--- src/rtl/button_cmd_decoder.sv ---
// Turns debounced button levels into one-shot command tokens behind a valid/ack stage.
// Define BTN_CMD_FIFO_EN to replace the single holding register with a 4-entry FIFO.
module button_cmd_decoder #(
  parameter int unsigned LONG_CYCLES = 250000000,
  parameter int unsigned CNT_W       = 28
) (
  input  logic       clk,
  input  logic       rst,
  input  logic       feeding,
  input  logic       healing,
  input  logic       change,
  input  logic       testBut,
  input  logic       cmd_ack,
  output logic       cmd_valid,
  output logic [2:0] cmd_code,
  output logic       test_mode,
  output logic       drop
);

  typedef enum logic [1:0] {StIdle, StHold, StLong} hold_state_e;

  localparam logic [2:0] CmdNone   = 3'd0;
  localparam logic [2:0] CmdFeed   = 3'd1;
  localparam logic [2:0] CmdHeal   = 3'd2;
  localparam logic [2:0] CmdChange = 3'd3;
  localparam logic [2:0] CmdToggle = 3'd4;
  localparam logic [2:0] CmdStep   = 3'd5;
  localparam logic [CNT_W-1:0] LongVal = CNT_W'(LONG_CYCLES);

  // Bit order: {testBut, change, healing, feeding}
  logic [3:0] r_q, r_qq;
  logic [3:0] w_rise;
  logic       w_fall_t;

  always_ff @(posedge clk or posedge rst) begin
    if (rst) begin
      r_q  <= '0;
      r_qq <= '0;
    end else begin
      r_q  <= {testBut, change, healing, feeding};
      r_qq <= r_q;
    end
  end

  assign w_rise   = r_q & ~r_qq;
  assign w_fall_t = ~r_q[3] & r_qq[3];

  hold_state_e      r_state, w_state_next;
  logic [CNT_W-1:0] r_cnt, w_cnt_next;
  logic             r_test_mode, w_test_mode_next;
  logic             w_tst_evt;
  logic [2:0]       w_tst_code;

  always_ff @(posedge clk or posedge rst) begin
    if (rst) begin
      r_state     <= StIdle;
      r_cnt       <= '0;
      r_test_mode <= 1'b0;
    end else begin
      r_state     <= w_state_next;
      r_cnt       <= w_cnt_next;
      r_test_mode <= w_test_mode_next;
    end
  end

  always_comb begin
    w_state_next     = r_state;
    w_cnt_next       = r_cnt;
    w_test_mode_next = r_test_mode;
    w_tst_evt        = 1'b0;
    w_tst_code       = CmdNone;
    unique case (r_state)
      StIdle: begin
        if (w_rise[3]) begin
          w_state_next = StHold;
          w_cnt_next   = CNT_W'(1);
        end
      end
      StHold: begin
        // Mode flips here even if the toggle token itself ends up dropped.
        if (r_cnt == LongVal) begin
          w_tst_evt        = 1'b1;
          w_tst_code       = CmdToggle;
          w_test_mode_next = ~r_test_mode;
          w_state_next     = StLong;
        end else if (w_fall_t) begin
          w_tst_evt    = r_test_mode;
          w_tst_code   = r_test_mode ? CmdStep : CmdNone;
          w_state_next = StIdle;
        end else if (r_q[3]) begin
          w_cnt_next = r_cnt + CNT_W'(1);
        end
      end
      StLong: begin
        if (w_fall_t) w_state_next = StIdle;
      end
      default: w_state_next = StIdle;
    endcase
  end

  logic       w_offer;
  logic [2:0] w_offer_code;
  logic       w_arb_drop;
  logic       w_drop_next;
  logic       r_drop;

  always_comb begin
    w_offer      = 1'b1;
    w_offer_code = CmdNone;
    if (w_tst_evt)      w_offer_code = w_tst_code;
    else if (w_rise[0]) w_offer_code = CmdFeed;
    else if (w_rise[1]) w_offer_code = CmdHeal;
    else if (w_rise[2]) w_offer_code = CmdChange;
    else                w_offer      = 1'b0;
  end

  assign w_arb_drop = (w_tst_evt & (|w_rise[2:0])) | (w_rise[0] & (w_rise[1] | w_rise[2])) |
                      (w_rise[1] & w_rise[2]);

`ifdef BTN_CMD_FIFO_EN
  logic [2:0] r_mem [4];
  logic [1:0] r_wr, r_rd;
  logic [2:0] r_fcnt;
  logic       w_pop, w_push, w_full;

  assign w_full      = (r_fcnt == 3'd4);
  assign w_pop       = cmd_ack & (r_fcnt != 3'd0);
  assign w_push      = w_offer & (~w_full | w_pop);
  assign w_drop_next = w_arb_drop | (w_offer & ~w_push);

  always_ff @(posedge clk or posedge rst) begin
    if (rst) begin
      for (int i = 0; i < 4; i++) r_mem[i] <= CmdNone;
      r_wr   <= '0;
      r_rd   <= '0;
      r_fcnt <= '0;
    end else begin
      if (w_push) begin
        r_mem[r_wr] <= w_offer_code;
        r_wr        <= r_wr + 2'd1;
      end
      if (w_pop) r_rd <= r_rd + 2'd1;
      case ({w_push, w_pop})
        2'b10:   r_fcnt <= r_fcnt + 3'd1;
        2'b01:   r_fcnt <= r_fcnt - 3'd1;
        default: r_fcnt <= r_fcnt;
      endcase
    end
  end

  assign cmd_valid = (r_fcnt != 3'd0);
  assign cmd_code  = cmd_valid ? r_mem[r_rd] : CmdNone;
`else
  logic       r_valid;
  logic [2:0] r_code;
  logic       w_accept;

  // Acked slot may be refilled in the same cycle, keeping valid high.
  assign w_accept    = w_offer & (~r_valid | cmd_ack);
  assign w_drop_next = w_arb_drop | (w_offer & ~w_accept);

  always_ff @(posedge clk or posedge rst) begin
    if (rst) begin
      r_valid <= 1'b0;
      r_code  <= CmdNone;
    end else if (w_accept) begin
      r_valid <= 1'b1;
      r_code  <= w_offer_code;
    end else if (r_valid && cmd_ack) begin
      r_valid <= 1'b0;
      r_code  <= CmdNone;
    end
  end

  assign cmd_valid = r_valid;
  assign cmd_code  = r_code;
`endif

  always_ff @(posedge clk or posedge rst) begin
    if (rst) r_drop <= 1'b0;
    else     r_drop <= w_drop_next;
  end

  assign drop      = r_drop;
  assign test_mode = r_test_mode;

endmodule

--- config.mk ---
export PLATFORM = sky130hd
export DESIGN_NAME = button_cmd_decoder
export DESIGN_NICKNAME = d
export VERILOG_FILES = /design/src/rtl/button_cmd_decoder.sv
export SDC_FILE = /design/constraint.sdc
export NUM_CORES = 1
export LEC_CHECK = 0
export ABC_AREA = 0
export CAP_MARGIN = 20
export CELL_PAD_IN_SITES_DETAIL_PLACEMENT = 1
export CELL_PAD_IN_SITES_GLOBAL_PLACEMENT = 2
export CORE_MARGIN = 1.5
export CORE_UTILIZATION = 30
export CTS_CLUSTER_DIAMETER = 60
export CTS_CLUSTER_SIZE = 28
export DETAILED_ROUTE_END_ITERATION = 10
export DONT_BUFFER_PORTS = 1
export GPL_ROUTABILITY_DRIVEN = 0
export GPL_TIMING_DRIVEN = 0
export PLACE_DENSITY = 0.59
export RECOVER_POWER = 25
export SLEW_MARGIN = 20
export SYNTH_ARGS = -nofsm -noshare
export SYNTH_HDL_FRONTEND = slang
export SYNTH_SLANG_ARGS = --single-unit
--- constraint.sdc ---
create_clock -name clk -period 2.4 [get_ports clk]
set_clock_uncertainty 0.15 [all_clocks]
set_input_delay 0.36 -clock clk [delete_from_list [all_inputs] [get_ports clk]]
set_output_delay 0.36 -clock clk [all_outputs]
set_load 0.05 [all_outputs]
# After elaboration in Yosys (flattened, before gate mapping)
# Cells that the tools add are included.
# totals
word_cells	68
inputBits	7
out_inout_bits	6
register_bits	44
# op_classes
n_reduce_logical	7
add_sub_neg	1
eq_ne	7
muxes	28
bitwise_logic	17
# op_table
cell	n
$mux W28	4
$pmux W28 S2	1
$add A28 B1 Y28 const B	1
$eq A28 B28 Y1 const B	1
$mux W3	7
$mux W2	6
$mux W1	9
$ne A2 B2 Y1 const B	4
$and A1 B1 Y1	6
$pmux W2 S3	1
$or A1 B1 Y1	5
$reduce_and A5 Y1	1
$and A4 B4 Y4	1
$not A1 Y1	4
$not A4 Y4	1
$reduce_bool A2 Y1	2
$reduce_or A3 Y1	1
$eq A2 B1 Y1 const B	1
$eq A2 B2 Y1 const B	1
$logic_not A2 Y1	1
$reduce_and A2 Y1	1
$logic_and A1 B1 Y1	1

# Depth between registers and ports, before layout
# Gate-level depths: netlist of the first run.
# depth
ltp_word	10
depth_mapped	7
mapped_depth_nobuf	7

# Least setup slack after synthesis of the first run
# No wires, ideal clock.
# synth_path
kind	reg2reg
startpoint	register r_cnt[11]
endpoint	register r_cnt[27]
stages_incl_launch_ff	7
slack_ns	0.297
setup_time_ns	0.078
path_buffers	1
period_less_slack_ns	2.103
t_arrival_ns	1.876
required_time_ns	2.172
path_cell_list	dfrtp_1 -> and4_4 -> nand4_4 -> or3_1 -> buf_2 -> or4_1 -> a21oi_1
# synth_between
elab_chain_len	5
elab_cells_between_ends	8
classes_between	1 x add/sub; 2 x eq/ne; 4 x mux; 1 x reduce/logical
# synth_rtl
item	line	source
start: declaration	49	logic [CNT_W-1:0] r_cnt, w_cnt_next;
start signal: assignment	61	r_cnt <= w_cnt_next;
$add A28 B1 Y28	91	w_cnt_next = r_cnt + CNT_W'(1);
$mux W28	90	end else if (r_q[3]) begin
$mux W28	86	end else if (w_fall_t) begin
$mux W28	81	if (r_cnt == LongVal) begin
$pmux W28 S2	72	unique case (r_state)
# Parallel ways exist; a longest one is shown, timed or not. The select of a mux whose other input is x is not followed.
# A chain may end at the register's enable or synchronous reset.

# Final worst setup path of the first run
# Ends and elaborated chain as after synthesis.

==> flow_metrics.py, run 1 <==
metrics = {
    "synthesis": {
        "synthSimpleGateAreaFrac_pct": 29.8,
        "syn_area_per_cell_sq_um": 9.77,
        "synth_nets": 231,
        "synth_edf_count": 0,
        "synth-adder-area-share_pct": 1.15,
        "synth.area.mux_share_pct": 0.981,
        "synth_top_family_by_area": "simple AND/OR/NAND/NOR gates",
        "synth_compound_area_share_pct": 7.62,
        "synthesis.area_sq_um": 2170,
        "synthTopCellsByArea": "dfrtp_1 (51%), xnor2_1 (6.5%), nor2_1 (4.2%)",
        "ys_seq_area_share_pct": 50.8,
        "yosysTopAreaCell": "dfrtp_1",
        "synth_xor_area_share_pct": 7.27,
        "synth_warnings": 0,
        "synth_ff_type": "dfrtp_1",
        "synth_cell_type_count": 39,
        "synth_top_area_share_pct": 50.8,
        "synth_common_cells": "dfrtp_1 (44), nor2_1 (24), nand2_1 (17), xnor2_1 (16), o21ai_0 (12)",
        "ys_seq_elements": 44,
        "post-synth-top-count-cell": "dfrtp_1",
        "async_flop_share_pct": 100,
        "netlist_instances": 222,
    },
    "power": {
        "combPwrFrac_pct": 13.9,
        "switching_share_pct": 30.6,
        "power_leakage_nw": 1.01,
        "switchingPower_w": 0.000472,
        "cellPowerDensity_nw_per_um2": 620,
        "ir_worst_vdd_mv": 0.281,
        "p_seq_share_pct": 56.3,
        "p_clk_share_pct": 29.8,
        "intPower_w": 0.00107,
    },
    "placed_design": {
        "pre_cts_ws_ps": -38.2,
        "port_buffers": 0,
        "dp.cells": 319,
        "dpl.hpwl_mm": 4.03,
    },
    "clock_network": {
        "cts_root_buf": "clkbuf_8",
        "insertion_delay_ps": 300,
        "cts.htree.levels": 2,
        "path_clk_slew_ps": 90,
        "ctsLongestPathBuffers": 2,
        "cts_sinks": 44,
        "numCtsBuffers": 5,
        "cts_tree": "yes",
    },
    "sta": {
        "finalCritPeriodShare_pct": 96.4,
        "hold_viol": 0,
        "max_slew_margin_pct": 55.3,
        "worst_pin_slew_ps": 668,
        "fmax_mhz": 432,
        "drv_slew": 0,
        "finalSetupViolCount": 0,
        "layout_setup_ws_ps": 86.2,
        "layout_min_cycle_time_ps": 2310,
    },
    "setup_path": {
        "cp.buffers_inverters": 1,
        "start_kind": "register",
        "path_max_fanout": 7,
        "timing.rr.start": "r_cnt[11]$_DFFE_PP0P_",
        "crit_start": "r_cnt[11]$_DFFE_PP0P_",
        "path_delay_family": "simple AND/OR/NAND/NOR gates",
        "cpPeakStageDelay_ps": 480,
        "required_ps": 2470,
        "crit_slowest_cell": "or4_1",
        "crit_path_end_kind": "register",
        "crit_type": "reg2reg",
        "path_cells": "and4_4, nand4_4, or3_1, buf_2, or4_1, a21oi_1",
        "crit_arrival_ps": 2390,
    },
    "route": {
        "drt_iter0_markers": 72,
        "viasPerCell": 5.09,
        "remaining_drc_errors": 0,
        "wirelength_mm": 5.51,
        "vias": 1700,
        "avgRoutedWirePerCell_microns": 16.5,
        "ant_nets": 0,
        "drt_pass1_iterations": 4,
    },
    "die": {
        "die_y_microns": 88.0,
        "die_area_sq_um": 7750,
        "io_pins": 13,
        "core_sq_um": 6910,
        "chipWidth_microns": 88.0,
        "rows": 30,
        "start_util_pct": 31.4,
    },
    "final_layout": {
        "instances_no_fill": 334,
        "final_nets": 247,
        "n_antenna_cell": 0,
        "nFillCells": 812,
        "drive_above_1_share_pct": 11.8,
        "syn_to_final_growth_pct": 14.8,
    },
    "min_path": {
        "min_path_type": "in2reg",
        "worstHoldStart": "cmd_ack",
    },
    "global_route": {
        "grt_pass1_vias": 1866,
        "grt.overflow.total": 0,
        "antenna_found_initial": 0,
        "grt_usage_pct": 16.1,
        "grt_first_pass_wirelength_mm": 9.40,
        "grt_start_max_net_pins": 30,
    },
    "outcome": {
        "outcome": "completed",
    },
    "job": {
        "cap_violations": 0,
    },
}
-- through the flow --
stage                     power (W)  utilization [%]  instance area (sq um)  hold WS [ps]  TNS [ps]
final                       0.00154             36.1                   2490           129         0
after global routing        0.00164             36.1                   2490           148     -5.50
after CTS                   0.00157             35.6                   2460           121         0
after detailed placement    0.00109             33.5                   2310          91.5     -83.2
after global placement      0.00107             33.1                   2290           214     -4330
after floorplan             0.00101                -                   2170           205         0
-- worst register-to-register path, delay by kind of cell (launching register included) --
family | cells | cell delay, ps
AND/OR/NAND/NOR | 4 | 1310
flip-flops | 1 | 440
AO/OA/AOI/OAI | 1 | 180
buffers and inverters | 1 | 160
-- worst paths after layout --
kind,endpoint,slack (ps),cells past startpoint
worst max-delay path,r_cnt[27]$_DFFE_PP0P_,90,6
worst min-delay path,cmd_code[0]$_DFFE_PP0P_,130,2
worst min register to register,r_qq[0]$_DFF_PP0_,240,0
max in group asynchronous,r_cnt[4]$_DFFE_PP0P_,1060,3
worst max register to register,r_cnt[27]$_DFFE_PP0P_,90,6
min in group asynchronous,r_q[0]$_DFF_PP0_,430,2
-- layout make-up --
cell class / count / area, sq um / area share [%]
inverters: 7 / 26.3 / 1.06
clock buffers: 5 / 68.8 / 2.76
well taps: 96 / 120 / 4.82
multi-input cells: 165 / 1040 / 41.7
flip-flops and latches: 44 / 1100 / 44.4
repair buffers: 9 / 92.6 / 3.72
clock inverters: 2 / 12.5 / 0.503
plain buffers: 6 / 27.5 / 1.11
-- timing repair --
item                                   4_1_cts  5_1_grt
hold buffers                                 5        0
gates resized for setup                      3        4
setup endpoints to repair                    4        7
endpoints found under the hold margin       19        0
pin swaps                                    0        1
setup buffers                                0        3
-- metal layers --
layer	vias up	share of wire, %	GRT usage [%]
met3	5	2.7	3.30
met4	0	0.76	4.26
li1	821	-	-
met1	857	46	19.8
met2	17	51	28.6
met5	-	0	0
-- power groups by stage --
stage	Sequential, W	Combinational, W	Clock [W]
after detailed placement	0.000883	0.000205	0
after CTS	0.000868	0.000217	0.000480
final	0.000869	0.000215	0.000460
after global placement	0.000878	0.000193	0
after floorplan	0.000862	0.000149	0
after global routing	0.000879	0.000250	0.000507
-- layout by cell type, fill, tap and decap left out, drive strengths merged, types with 3 or more instances in the layout --
cell type,n
and3,3
nand2,17
xnor2,16
nor2,24
a21oi,11
nand4,8
nand2b,6
nor3b,3
dfrtp,44
nand3,12
dlygate4sd3,5
and4,3
o21ai,12
clkbuf,10
inv,7
buf,5
nor2b,5
nor3,9
or3,8
nor4,7
-- sequential cells by signal (all words and copies together), names as in the netlist --
name	flops
r_cnt	28
r_q	4
r_qq	4
cmd_code	3
r_state	2
cmd_valid	1
drop	1
test_mode	1
-- kinds of logic after synthesis --
| group | count (synthesis) |
|---|---|
| and+or+nand+nor | 114 |
| DFF | 44 |
| AOI/OAI and AO/OA | 29 |
| xor gates and xnor gates | 18 |
| buffers and inverters | 13 |
| muxes | 2 |
| adders and majority gates | 2 |
Note: power is estimated with default switching activity, not from simulation.
==> run 2, diff against run 1 <==
--- a/config.mk
+++ b/config.mk
@@ -9,15 +9,15 @@
 export CAP_MARGIN = 20
 export CELL_PAD_IN_SITES_DETAIL_PLACEMENT = 1
 export CELL_PAD_IN_SITES_GLOBAL_PLACEMENT = 2
+export CORE_ASPECT_RATIO = 0.5
 export CORE_MARGIN = 1.5
-export CORE_UTILIZATION = 30
+export CORE_UTILIZATION = 40
 export CTS_CLUSTER_DIAMETER = 60
 export CTS_CLUSTER_SIZE = 28
 export DETAILED_ROUTE_END_ITERATION = 10
 export DONT_BUFFER_PORTS = 1
 export GPL_ROUTABILITY_DRIVEN = 0
-export GPL_TIMING_DRIVEN = 0
-export PLACE_DENSITY = 0.59
+export PLACE_DENSITY = 0.75
 export RECOVER_POWER = 25
 export SLEW_MARGIN = 20
 export SYNTH_ARGS = -nofsm -noshare
==> flow_metrics.py, run 2 (synthesis gave the netlist of run 1 again) <==
metrics = {
    "sta": {
        "grt_setup_unrepaired": "no",
        "tns_ps": 0,
        "drv_slew": 0,
        "max_slew_margin_pct": 45.2,
        "finalSetupViolCount": 0,
        "hold_viol": 0,
        "fmax_mhz": 437,
        "worst_pin_slew_ps": 822,
        "layout_min_cycle_time_ps": 2290,
        "finalCritPeriodShare_pct": 95.2,
    },
    "die": {
        "chipWidth_microns": 107,
        "io_pins": 13,
        "core_sq_um": 5070,
        "rows": 18,
        "die_y_microns": 55.1,
        "die_area_sq_um": 5900,
        "start_util_pct": 42.8,
    },
    "global_route": {
        "grt_usage_pct": 19.6,
        "antenna_found_initial": 0,
        "grt_first_pass_wirelength_mm": 8.51,
        "grt_start_max_net_pins": 33,
        "grt.overflow.total": 0,
        "grt_pass1_vias": 1774,
    },
    "clock_network": {
        "cts_sinks": 44,
        "ctsLongestPathBuffers": 2,
        "cts.htree.levels": 2,
        "path_clk_slew_ps": 90,
        "cts_tree": "yes",
        "insertion_delay_ps": 310,
        "cts_root_buf": "clkbuf_8",
        "numCtsBuffers": 5,
        "postCtsSetupBuffers": 0,
    },
    "setup_path": {
        "path_delay_family": "simple AND/OR/NAND/NOR gates",
        "path_cells": "and4_4, nand4_4, or3_1, or4_1, a21oi_1",
        "path_max_fanout": 7,
        "rrSetupSlack_ps": 110,
        "crit_path_end_kind": "register",
        "start_kind": "register",
        "cp.buffers_inverters": 0,
        "required_ps": 2480,
        "crit_arrival_ps": 2370,
        "crit_slowest_cell": "or3_1",
        "crit_type": "reg2reg",
        "cpPeakStageDelay_ps": 500,
    },
    "job": {
        "cap_violations": 0,
    },
    "final_layout": {
        "top_regs": "r_cnt: 28 flops, r_q: 4 flops, r_qq: 4 flops",
        "n_antenna_cell": 0,
        "drive_above_1_share_pct": 12.1,
        "postLayoutCellArea_sq_um": 2450,
        "layout_commonest_cell": "dfrtp_1",
        "final_nets": 248,
        "largest_reg_flops": 28,
        "layout_common_cells": "dfrtp_1 (44), nor2_1 (24), nand2_1 (17)",
        "largest-register": "r_cnt",
        "syn_to_final_growth_pct": 13.2,
    },
    "power": {
        "p_seq_share_pct": 54.6,
        "cellPowerDensity_nw_per_um2": 640,
        "switching_share_pct": 29.6,
        "intPower_w": 0.00111,
        "combPwrFrac_pct": 14.2,
        "p_clk_share_pct": 31.2,
        "ir_worst_vdd_mv": 0.249,
        "power.total_w": 0.00157,
        "switchingPower_w": 0.000465,
        "power_leakage_nw": 1.01,
    },
    "route": {
        "viasPerCell": 5.45,
        "ant_nets": 0,
        "drt_pass1_iterations": 4,
        "wirelength_mm": 5.05,
        "vias": 1689,
        "drt_iter0_markers": 72,
        "remaining_drc_errors": 0,
        "avgRoutedWirePerCell_microns": 16.3,
    },
    "placed_design": {
        "dpl.hpwl_mm": 3.69,
        "port_buffers": 0,
        "dpl_cell_area_sq_um": 2320,
    },
    "min_path": {
        "min_path_type": "in2reg",
    },
    "outcome": {
        "outcome": "completed",
    },
}
## run 2: cell count changes in the layout (fill, tap and decap cells not counted), sizes merged
cell and change:
inv -1, clkinvlp -1, buf +4, clkinv +2, clkbuf -2
## run 2: path summary, 6_finish.rpt
path | start | end | depth (start not counted)
setup / recovery | r_cnt[10]$_DFFE_PP0P_ | r_cnt[27]$_DFFE_PP0P_ | 5
hold / removal | cmd_ack | cmd_code[0]$_DFFE_PP0P_ | 2
setup reg to reg | r_cnt[10]$_DFFE_PP0P_ | r_cnt[27]$_DFFE_PP0P_ | 5
hold reg to reg | r_q[2]$_DFF_PP0_ | r_qq[2]$_DFF_PP0_ | 0
max in group asynchronous | rst | r_cnt[14]$_DFFE_PP0P_ | 3
min in group asynchronous | rst | cmd_code[1]$_DFFE_PP0P_ | 2
## run 2: layout make-up
class | instances | area (sq um)
clock buffer | 6 | 82.6
clock inverter | 2 | 10.0
fill | 592 | 2610
inverter | 7 | 26.3
multi-input combinational | 165 | 1020
sequential | 44 | 1100
tap | 70 | 87.6
timing repair buffer | 16 | 126
## run 2: worst register-to-register path, stage by stage (launching register included)
cell and delay (ps):
dfrtp_1 460, and4_4 310, nand4_4 140, or3_1 500, or4_1 510, a21oi_1 150
## run 2: through the flow
step	hold slack, ps	setup slack, ps	utilization (%)	std cells
final	135	114	48.4	310
after global routing	182	1.06	48.4	310
after CTS	126	105	48.6	310
after detailed placement	71.2	116	45.8	297
after global placement	64.0	230	45.8	297
after floorplan	205	297	-	222
## run 2: power by group through the flow
| stage | Sequential (W) | Combinational (W) | Clock [W] |
|---|---|---|---|
| after CTS | 0.000859 | 0.000228 | 0.000511 |
| after global routing | 0.000868 | 0.000255 | 0.000546 |
| final | 0.000858 | 0.000223 | 0.000490 |
| after detailed placement | 0.000874 | 0.000221 | 0 |
| after global placement | 0.000870 | 0.000207 | 0 |
| after floorplan | 0.000862 | 0.000149 | 0 |
## run 2: repair_timing
action                    in CTS  in global routing
gates resized for setup        0                  0
hold endpoints to repair      16                  0
hold buffers                   5                  0
## run 2: metal layers
metal	global-route usage (%)	vias up	part of all wire [%]
met2	34.3	21	46
met3	6.21	5	4.7
met4	5.33	0	0.85
met5	0	-	0
met1	24.2	844	48
li1	-	819	-
